`config.mk`:
```
export PLATFORM = sky130hd
export DESIGN_NAME = uart_tx_dev
export DESIGN_NICKNAME = d
export VERILOG_FILES = /design/src/rtl/uart_tx_pkg.sv /design/src/rtl/uart_tx_fifo.sv /design/src/rtl/uart_tx_dev.sv
export SDC_FILE = /design/constraint.sdc
export NUM_CORES = 1
export LEC_CHECK = 0
export ABC_CLOCK_PERIOD_IN_PS = 4300
export BUFFER_PORTS_ARGS = -buffer_cell sky130_fd_sc_hd__buf_2
export CAP_MARGIN = 0
export CORE_MARGIN = 5
export CORE_UTILIZATION = 39
export CTS_BUF_LIST = sky130_fd_sc_hd__clkbuf_16
export CTS_CLUSTER_DIAMETER = 100
export DETAILED_ROUTE_END_ITERATION = 7
export GPL_ROUTABILITY_DRIVEN = 0
export HOLD_SLACK_MARGIN = 0.03
export PLACE_DENSITY = 0.63
export SLEW_MARGIN = 20
export SYNTH_ARGS = -nofsm -noshare
export SYNTH_HDL_FRONTEND = slang
export SYNTH_SLANG_ARGS = --single-unit
export TNS_END_PERCENT = 20
```
`constraint.sdc`:
```
create_clock -name clk_i -period 4.3 [get_ports clk_i]
set_input_delay 0.215 -clock clk_i [delete_from_list [all_inputs] [get_ports clk_i]]
set_output_delay 0.215 -clock clk_i [all_outputs]
set_load 0.03 [all_outputs]
```
`src/rtl/uart_tx_pkg.sv`:
```
// Shared register offsets and transmit FSM state encoding for the memory-mapped UART transmitter.
package uart_tx_pkg;

    localparam logic [9:0] UART_TXDATA = 10'h0;
    localparam logic [9:0] UART_STATUS = 10'h4;
    localparam logic [9:0] UART_DIV    = 10'h8;
    localparam logic [9:0] UART_IRQ_EN = 10'hC;

    typedef enum logic [1:0] {
        TxIdle,
        TxStart,
        TxData,
        TxStop
    } uart_tx_state_e;

endpackage

```
`src/rtl/uart_tx_fifo.sv`:
```
// Synchronous TX byte FIFO; pointers carry an extra wrap bit to tell full from empty.
module uart_tx_fifo #(
    parameter int Width = 8,
    parameter int Depth = 16
) (
    input  logic                   clk_i,
    input  logic                   rst_i,
    input  logic                   push,
    input  logic                   pop,
    input  logic [Width-1:0]       wdata,
    output logic [Width-1:0]       rdata,
    output logic                   full,
    output logic                   empty,
    output logic [$clog2(Depth):0] level
);

    localparam int AW = $clog2(Depth);

    logic [Width-1:0] mem [Depth];
    logic [AW:0]      wptr;
    logic [AW:0]      rptr;
    logic             do_push;
    logic             do_pop;

    assign full    = (wptr[AW] != rptr[AW]) && (wptr[AW-1:0] == rptr[AW-1:0]);
    assign empty   = (wptr == rptr);
    assign level   = wptr - rptr;
    assign do_push = push && !full;
    assign do_pop  = pop && !empty;
    assign rdata   = mem[rptr[AW-1:0]];

    always_ff @(posedge clk_i or posedge rst_i) begin
        if (rst_i) begin
            wptr <= '0;
            rptr <= '0;
        end else begin
            if (do_push) wptr <= wptr + {{AW{1'b0}}, 1'b1};
            if (do_pop)  rptr <= rptr + {{AW{1'b0}}, 1'b1};
        end
    end

    // Storage needs no reset; the pointers define what is valid.
    always_ff @(posedge clk_i) begin
        if (do_push) mem[wptr[AW-1:0]] <= wdata;
    end

endmodule

```
`src/rtl/uart_tx_dev.sv`:
```
// Memory-mapped 8N1 UART transmitter with TX FIFO, programmable bit period and drain interrupt.
//   state   | meaning
//   TxIdle  | line high, waiting for a FIFO byte
//   TxStart | start bit (low) for DIV+1 cycles
//   TxData  | eight data bits, LSB first
//   TxStop  | stop bit (high); chains straight into the next frame if data is queued
module uart_tx_dev
    import uart_tx_pkg::*;
#(
    parameter int          DataWidth    = 32,
    parameter int          AddressWidth = 32,
    parameter int          FifoDepth    = 16,
    parameter logic [15:0] ResetDiv     = 16'd433
) (
    input  logic                    clk_i,
    input  logic                    rst_i,
    input  logic                    uart_req_i,
    input  logic                    uart_we_i,
    input  logic [3:0]              uart_be_i,
    input  logic [AddressWidth-1:0] uart_addr_i,
    input  logic [DataWidth-1:0]    uart_wdata_i,
    output logic                    uart_rvalid_o,
    output logic [DataWidth-1:0]    uart_rdata_o,
    output logic                    uart_err_o,
    output logic                    uart_tx_o,
    output logic                    uart_irq_o
);

    localparam int LW = $clog2(FifoDepth) + 1;

    logic [9:0]           offset;
    logic [15:0]          div_q;
    logic                 irq_en_q;
    logic                 fifo_push;
    logic                 fifo_pop;
    logic [7:0]           fifo_rdata;
    logic                 fifo_full;
    logic                 fifo_empty;
    logic [LW-1:0]        fifo_level;
    logic                 rsp_err;
    logic [DataWidth-1:0] rsp_data;
    logic                 busy;
    logic                 bit_done;
    logic                 unused_bits;

    uart_tx_state_e state_q;
    logic [15:0]    cnt_q;
    logic [15:0]    reload_q;
    logic [7:0]     shift_q;
    logic [2:0]     idx_q;

    assign offset      = {uart_addr_i[9:2], 2'b00};
    assign busy        = (state_q != TxIdle);
    assign bit_done    = (cnt_q == 16'd0);
    assign unused_bits = ^{uart_addr_i[AddressWidth-1:10], uart_addr_i[1:0],
                           uart_be_i[3:2], uart_wdata_i[DataWidth-1:16]};

    // A frame may begin from idle or directly at the end of a stop bit.
    assign fifo_pop = !fifo_empty &&
                      ((state_q == TxIdle) || ((state_q == TxStop) && bit_done));

    uart_tx_fifo #(
        .Width(8),
        .Depth(FifoDepth)
    ) u_fifo (
        .clk_i (clk_i),
        .rst_i (rst_i),
        .push  (fifo_push),
        .pop   (fifo_pop),
        .wdata (uart_wdata_i[7:0]),
        .rdata (fifo_rdata),
        .full  (fifo_full),
        .empty (fifo_empty),
        .level (fifo_level)
    );

    always_comb begin
        rsp_err   = 1'b0;
        rsp_data  = '0;
        fifo_push = 1'b0;
        if (uart_req_i) begin
            case (offset)
                UART_TXDATA: begin
                    if (uart_we_i && uart_be_i[0]) begin
                        if (fifo_full) rsp_err = 1'b1;
                        else           fifo_push = 1'b1;
                    end
                end
                UART_STATUS: begin
                    if (uart_we_i) rsp_err = 1'b1;
                    else rsp_data = DataWidth'({16'h0, 8'(fifo_level), 5'h0,
                                                busy, fifo_empty, fifo_full});
                end
                UART_DIV: begin
                    if (!uart_we_i) rsp_data = DataWidth'({16'h0, div_q});
                end
                UART_IRQ_EN: begin
                    if (!uart_we_i) rsp_data = DataWidth'({31'h0, irq_en_q});
                end
                default: rsp_err = 1'b1;
            endcase
        end
    end

    always_ff @(posedge clk_i or posedge rst_i) begin
        if (rst_i) begin
            uart_rvalid_o <= 1'b0;
            uart_rdata_o  <= '0;
            uart_err_o    <= 1'b0;
        end else begin
            uart_rvalid_o <= uart_req_i;
            uart_rdata_o  <= rsp_data;
            uart_err_o    <= rsp_err;
        end
    end

    always_ff @(posedge clk_i or posedge rst_i) begin
        if (rst_i) begin
            div_q    <= ResetDiv;
            irq_en_q <= 1'b0;
        end else if (uart_req_i && uart_we_i) begin
            if (offset == UART_DIV) begin
                if (uart_be_i[0]) div_q[7:0]  <= uart_wdata_i[7:0];
                if (uart_be_i[1]) div_q[15:8] <= uart_wdata_i[15:8];
            end
            if (offset == UART_IRQ_EN && uart_be_i[0]) irq_en_q <= uart_wdata_i[0];
        end
    end

    always_ff @(posedge clk_i or posedge rst_i) begin
        if (rst_i) begin
            state_q   <= TxIdle;
            cnt_q     <= 16'd0;
            reload_q  <= 16'd0;
            shift_q   <= 8'd0;
            idx_q     <= 3'd0;
            uart_tx_o <= 1'b1;
        end else begin
            case (state_q)
                TxIdle: begin
                    uart_tx_o <= 1'b1;
                    if (!fifo_empty) begin
                        shift_q   <= fifo_rdata;
                        cnt_q     <= div_q;
                        reload_q  <= div_q;
                        idx_q     <= 3'd0;
                        uart_tx_o <= 1'b0;
                        state_q   <= TxStart;
                    end
                end
                TxStart: begin
                    if (bit_done) begin
                        cnt_q     <= reload_q;
                        idx_q     <= 3'd0;
                        uart_tx_o <= shift_q[0];
                        state_q   <= TxData;
                    end else begin
                        cnt_q <= cnt_q - 16'd1;
                    end
                end
                TxData: begin
                    if (bit_done) begin
                        cnt_q <= reload_q;
                        if (idx_q == 3'd7) begin
                            uart_tx_o <= 1'b1;
                            state_q   <= TxStop;
                        end else begin
                            shift_q   <= {1'b0, shift_q[7:1]};
                            idx_q     <= idx_q + 3'd1;
                            uart_tx_o <= shift_q[1];
                        end
                    end else begin
                        cnt_q <= cnt_q - 16'd1;
                    end
                end
                TxStop: begin
                    if (bit_done) begin
                        if (!fifo_empty) begin
                            shift_q   <= fifo_rdata;
                            cnt_q     <= div_q;
                            reload_q  <= div_q;
                            idx_q     <= 3'd0;
                            uart_tx_o <= 1'b0;
                            state_q   <= TxStart;
                        end else begin
                            state_q <= TxIdle;
                        end
                    end else begin
                        cnt_q <= cnt_q - 16'd1;
                    end
                end
                default: begin
                    uart_tx_o <= 1'b1;
                    state_q   <= TxIdle;
                end
            endcase
        end
    end

    always_ff @(posedge clk_i or posedge rst_i) begin
        if (rst_i) uart_irq_o <= 1'b0;
        else       uart_irq_o <= irq_en_q && fifo_empty && (state_q == TxIdle);
    end

endmodule

```
; ---- Word-level counts from Yosys, hierarchy flattened
; Memory sizes are Yosys's and may differ from the RTL's.
; Index checks and enable logic that the tools add are counted.
[totals]
in_bits = 72
register_bits = 108
mem_bits_ro = 0
memories = 1
out_inout_bits = 36
latchBits = 0
ram_bits = 128
[memory_table]
columns = memory, words, width, rd, rd_ports_with_merged_regs, wr, line
row1 = u_fifo.mem, 16, 8, 1, 0, 1, uart_tx_fifo.sv:19  ; logic [Width-1:0] mem [Depth];
[classes]
bitwise_logic = 0
muxes = 48
order_cmp = 0
mul = 0
shift = 0
reduce_logical = 29
n_eq_ne = 17
div_mod_pow = 0
add_sub_neg = 5
[op_table]
columns = cell, count
row1 = 16-bit 2-to-1 mux, 7
row2 = 16-bit one-hot mux with 3 select lines, 2
row3 = 8-bit 2-to-1 mux, 4
row4 = 16-bit one-hot mux with 2 select lines, 1
row5 = 8-bit one-hot mux with 3 select lines, 1
row6 = 1-bit 2-to-1 mux, 18
row7 = 8-bit by 2-bit == test with 1-bit output (second input constant), 2
row8 = 16-bit logical NOT, 1
row9 = 16-bit by 1-bit subtractor with 16-bit output (second input constant), 1
row10 = 3-bit 2-to-1 mux, 5
row11 = 2-bit != test (second input constant), 7
row12 = 13-bit 2-to-1 mux, 1
row13 = 3-bit one-hot mux with 4 select lines, 1
row14 = 4-bit AND reduction, 3
row15 = 5-bit by 1-bit adder with 5-bit output (second input constant), 2
row16 = 1-bit logical AND, 10
row17 = 10-bit logical NOT, 1
row18 = 2-bit 2-to-1 mux, 5
row19 = 8-bit by 1-bit == test with 1-bit output (second input constant), 1
row20 = 2-bit one-hot mux with 4 select lines, 1
row21 = 3-bit AND reduction, 2
row22 = 5-bit == test, 1
row23 = 5-bit AND reduction, 1
row24 = 5-bit subtractor, 1
row25 = other kinds (15), 20

; ---- Logic depth before layout (Yosys ltp)
[depth]
depth_word = 9
ltp_mapped = 11
depth_no_buf = 9

; ---- Cells and area by module
; A second synthesis with hierarchy kept.
[unflattened]
cells_unflattened = 680
hier_area_um2 = 10017.1
[by_module_without_submodules]
columns = module, cells_each, area_per_inst_um2, n_inst, seq_area_each_um2
row1 = uart_tx_fifo, 299, 5691.7, 1, 4093.9
row2 = uart_tx_dev, 381, 4325.4, 1, 2059.5

; ---- Worst setup path after synthesis
; OpenSTA, ideal clock, no wires.
[synth_timing]
path_kind = reg-to-reg
startpoint = register u_fifo.rptr[1]
endpoint = memory u_fifo.mem[3][0] (enable)
path_slack_ps = 1158
stages_incl_launch_ff = 10
setup_ps = 383
arrival_time_ps = 2759
n_path_buf = 2
cell_sequence = dfrtp_1 -> clkbuf_1 -> buf_1 -> inv_1 -> ha_1 -> nand4_1 -> nor2b_1 -> nor3_2 -> nand2_1 -> nor3_1
[synth_between]
elab_chain_cells = 9
[synth_lines]
columns = item, line
row1 = "start, declared", uart_tx_fifo.sv:21  ; logic [AW:0] rptr;
row2 = "start signal, assigned", uart_tx_fifo.sv:38  ; if (do_pop) rptr <= rptr + {{AW{1'b0}}, 1'b1};
row3 = 4-bit == test (*), uart_tx_fifo.sv:25  ; assign full = (wptr[AW] != rptr[AW]) && (wptr[AW-1:0] == rptr[AW-1:0]);
row4 = 1-bit logical AND (*), uart_tx_fifo.sv:25
row5 = 1-bit 2-to-1 mux, uart_tx_dev.sv:85  ; if (fifo_full) rsp_err = 1'b1;
row6 = 1-bit 2-to-1 mux, uart_tx_dev.sv:84  ; if (uart_we_i && uart_be_i[0]) begin
row7 = 1-bit 2-to-1 mux, uart_tx_dev.sv:82  ; case (offset)
row8 = 1-bit 2-to-1 mux, uart_tx_dev.sv:81  ; if (uart_req_i) begin
row9 = 1-bit logical AND (*), uart_tx_fifo.sv:28  ; assign do_push = push && !full;
row10 = 1-bit 2-to-1 mux (*), uart_tx_fifo.sv:44  ; if (do_push) mem[wptr[AW-1:0]] <= wdata;
row11 = 1-bit 2-to-1 mux (implied by the code) (*), uart_tx_fifo.sv:44
row12 = "end, declared", uart_tx_fifo.sv:19
; Every way passes the cells marked *; elsewhere a longest branch is shown, timed or not.

; ---- Worst setup path in the final report
[layout_timing]
startpoint = register u_fifo.wptr[2]
endpoint = memory u_fifo.mem[11][4] (enable)
[layout_between]
elab_chain_cells = 9
[layout_lines]
columns = item, line
row1 = "start, declared", uart_tx_fifo.sv:20  ; logic [AW:0] wptr;
row2 = "start signal, assigned", uart_tx_fifo.sv:37  ; if (do_push) wptr <= wptr + {{AW{1'b0}}, 1'b1};
row3 = 4-bit == test, uart_tx_fifo.sv:25
row4 = 1-bit logical AND, uart_tx_fifo.sv:25
row5 = 1-bit 2-to-1 mux, uart_tx_dev.sv:85
row6 = 1-bit 2-to-1 mux, uart_tx_dev.sv:84
row7 = 1-bit 2-to-1 mux, uart_tx_dev.sv:82
row8 = 1-bit 2-to-1 mux, uart_tx_dev.sv:81
row9 = 1-bit logical AND, uart_tx_fifo.sv:28
row10 = 1-bit 2-to-1 mux, uart_tx_fifo.sv:44
row11 = 1-bit 2-to-1 mux (implied by the code), uart_tx_fifo.sv:44
; Several ways; a longest one is shown, not always the timed one.

==> run summary <==
Status - finished, final reports clean
Vias post-DR - 5,567
H-tree levels - 1
Peak VDD IR - 0.000378 V
Synth warn - 0
Worst-path clk slew - 0.06 ns
Top-area cell type share of the netlist area - 0.395
Layout cells sized above 1 - 0.254
Final Cycle Share - 0.748
Tmin final - 3.22 ns
Dpl hpwl - 13,100 µm
Crit path from - u_fifo.wptr[2]
Number of global-route vias before repair - 5,653
Clock Skews - 0.0181 ns
Max Clk Rate - 311 MHz
Final hold viol count - 0
Max-cap violation count - 0
Post-synth top cells - edfxtp_1 (128), dfrtp_1 (86), nand2_1 (47)
Final ANT Viol Nets - 0
Die W - 168 µm
RSZ-0062 raised after global routing - false
Sequential cell area fraction in the yosys report - 0.632
EDFF count, synth - 128
Leading area contributor after synthesis - edfxtp_1
Startpoint Class - flip-flop
Actual transition at the worst max-transition pin - 1.08 ns
Vias per cell - 5.20
# diodes - 0
Hold Path Depth - 3
Slowest cell on crit path - nor2_1
Core Box Area - 24,500 µm²
Clock Tree Buf Depth - 3
Final Max Tran Viols - 0
Num CTS Buffers - 24
Worst Path Buf+Inv - 0
CP arrival - 3.36 ns
Netlist Area Pre-Place - 9730 µm²
Crit-path cells - ha_1 -> nand4_1 -> nor2b_1 -> nor3_2 -> nand2_1 -> nor2_1
Most numerous cell in the Yosys netlist - edfxtp_1
Final net count - 819
Largest net degree at the start of global routing - 64
Flops & latches, synth - 220
Clock sink total - 220
DR WL/cell - 18.9 µm
Row Count - 57
Final Setup Violations - 0
Kind of critical path - reg -> reg
Grt total ovfl - 0
DRC viols - 0
Fin Setup TNS - 0 ns
Most common flop cell mapped by yosys - edfxtp_1
Worst path max stage delay - 0.70 ns
Clk root buf - clkbuf_16
Worst min path class - in -> reg
Die footprint - 28,200 µm²
Flop2flop setup slack - 1.08 ns
Initial Utilization - 0.398
Iteration count of the initial detailed-routing pass - 5
Worst Setup End Kind - flip-flop
Initial antenna violation count - 0
Main area contributors after synthesis - edfxtp_1 (39%), dfrtp_1 (22%), mux4_2 (7.6%), mux2_2 (3.1%), ha_1 (2.2%)
Clk_lat worst skew - 0.53 ns
CP delay by family, top - simple AND/OR/NAND/NOR gates
Hold_sp - uart_we_i
Post-Syn Instances - 661
Worst R2R End - u_fifo.mem[11][4]
Initial DRC Count - 374
Worst EP required - 4.44 ns
Post-synth ARST share - 0.418
PD cells - 605 nW/µm²
Avg Cell Area, Syn - 14.7 µm²
Unique masters post-synth - 61
Die Y - 168 µm
Fin Hold WS - 0.0645 ns
PortBufs - 49
Global-route wire length before repair - 32,100 µm
PostCTS Resize Cnt - 0
# IOs - 108
R2R cell count - 6
Leakage - 0.00433 µW
Final Routed Wirelength - 20,300 µm
Slew headroom - 0.280
CTS tree - done
Crit-path max FO - 11
R2R Path Start - u_fifo.wptr[2]
Area Growth Syn to Fin - 13.8%
GR Util All Layers - 0.142
Worst Hold End - uart_rdata_o[0]
[layout make-up]
cell class	count	area [µm²]
inverters	19	73.8
repair buffers	72	443
clock buffers	24	601
clock inverters	20	115
fillers	2173	13400
multi-input cells	392	3290
flip-flops and latches	220	6150
well taps	324	405
[worst max-delay path by stage]
stage                   endpoint  cells after the start
3_5_place_dp   u_fifo.mem[11][6]                      6
2_1_floorplan   u_fifo.mem[3][0]                      9
4_1_cts        u_fifo.mem[11][6]                      8
3_3_place_gp   u_fifo.mem[11][6]                      8
6_report       u_fifo.mem[11][4]                      6
5_1_grt         u_fifo.mem[8][7]                      8
[worst reg2reg max path: stages (launching register included)]
cell and delay (ns):
dfrtp_1 0.61, ha_1 0.37, nand4_1 0.24, nor2b_1 0.13
nor3_2 0.47, nand2_1 0.30, nor2_1 0.70
[registers in the layout (all words and copies together), names as in the netlist]
signal         cells
cnt_q             16
div_q             16
idx_q              3
irq_en_q           1
reload_q          16
shift_q            8
state_q            2
u_fifo.mem       128
u_fifo.rptr        5
u_fifo.wptr        5
uart_err_o         1
uart_irq_o         1
uart_rdata_o      16
uart_rvalid_o      1
uart_tx_o          1
[layer usage]
layer | up-vias | share of wire | wire (µm) | global-route usage
li1 | 2601 | - | - | -
met1 | 2827 | 0.45 | 9130 | 0.196
met2 | 114 | 0.49 | 10000 | 0.242
met3 | 25 | 0.038 | 762 | 0.0199
met4 | 0 | 0.019 | 379 | 0.0307
met5 | - | 0 | 0 | 0
[cells in the final DEF, fill, tap and decap left out, types with 3 or more instances in the layout]
cell type      synthesis  final
edfxtp_1             128    128
dfrtp_1               86     85
buf_2                  6     49
nand2_1               47     47
nor2_1                41     41
mux4_2                33     33
mux2_2                27     27
a21oi_1               25     25
clkbuf_16              0     24
inv_1                 18     23
ha_1                  17     17
conb_1                 1     16
xnor2_1               15     15
nor3_1                15     15
o22ai_1               14     14
buf_4                 19     13
a22oi_1               12     12
mux2i_1               11     11
and2_1                10     10
dlygate4sd3_1          0     10
xor2_1                 9      9
mux2_4                 9      9
o21ai_0                7      7
a311oi_1               7      7
clkinv_1               0      7
nand4_1                6      6
nand2b_1               6      6
dfstp_2                6      6
nand3_1                5      5
nor3_2                 5      5
nor3b_1                4      4
o211ai_1               4      4
a221o_1                4      4
clkinv_2               0      4
or3_1                  3      3
or2_2                  3      3
nor4_1                 3      3
a31oi_1                3      3
[power breakdown]
group	internal, µW	switching, µW	total [µW]
Clock	1020	832	1850
Sequential	2390	126	2520
Combinational	983	1340	2330
Total	4400	2300	6700
[metrics by stage]
step                setup WS [ns]  area [µm²]  instances   util  total power (µW)
CTS                          1.04       11100       1071  0.453              6780
global route                0.825       11100       1071  0.453              7100
detailed placement           1.06       10300       1017  0.420              4900
finish                       1.08       11100       1071  0.453              6700
floorplan                    1.16        9790        676      -              4460
global placement             1.11       10300       1017  0.420              4880
[what timing repair did]
| action | in CTS | in global routing |
|---|---|---|
| hold endpoints to repair | 71 | 0 |
| setup endpoints to repair | 0 | 0 |
| setup buffers | 0 | 0 |
| hold buffers | 10 | 0 |
[cells by family after synthesis]
logic type               after synthesis  synth area share
flip-flops                           220             0.632
AND/OR/NAND/NOR                      162            0.0869
AO/OA/AOI/OAI                         92            0.0662
multiplexers                          80             0.133
buffers and inverters                 64            0.0360
XOR/XNOR                              24            0.0216
adder cells (fa/ha/maj)               18            0.0239
other                                  1          0.000385
Note: power is estimated with default switching activity, not from simulation.
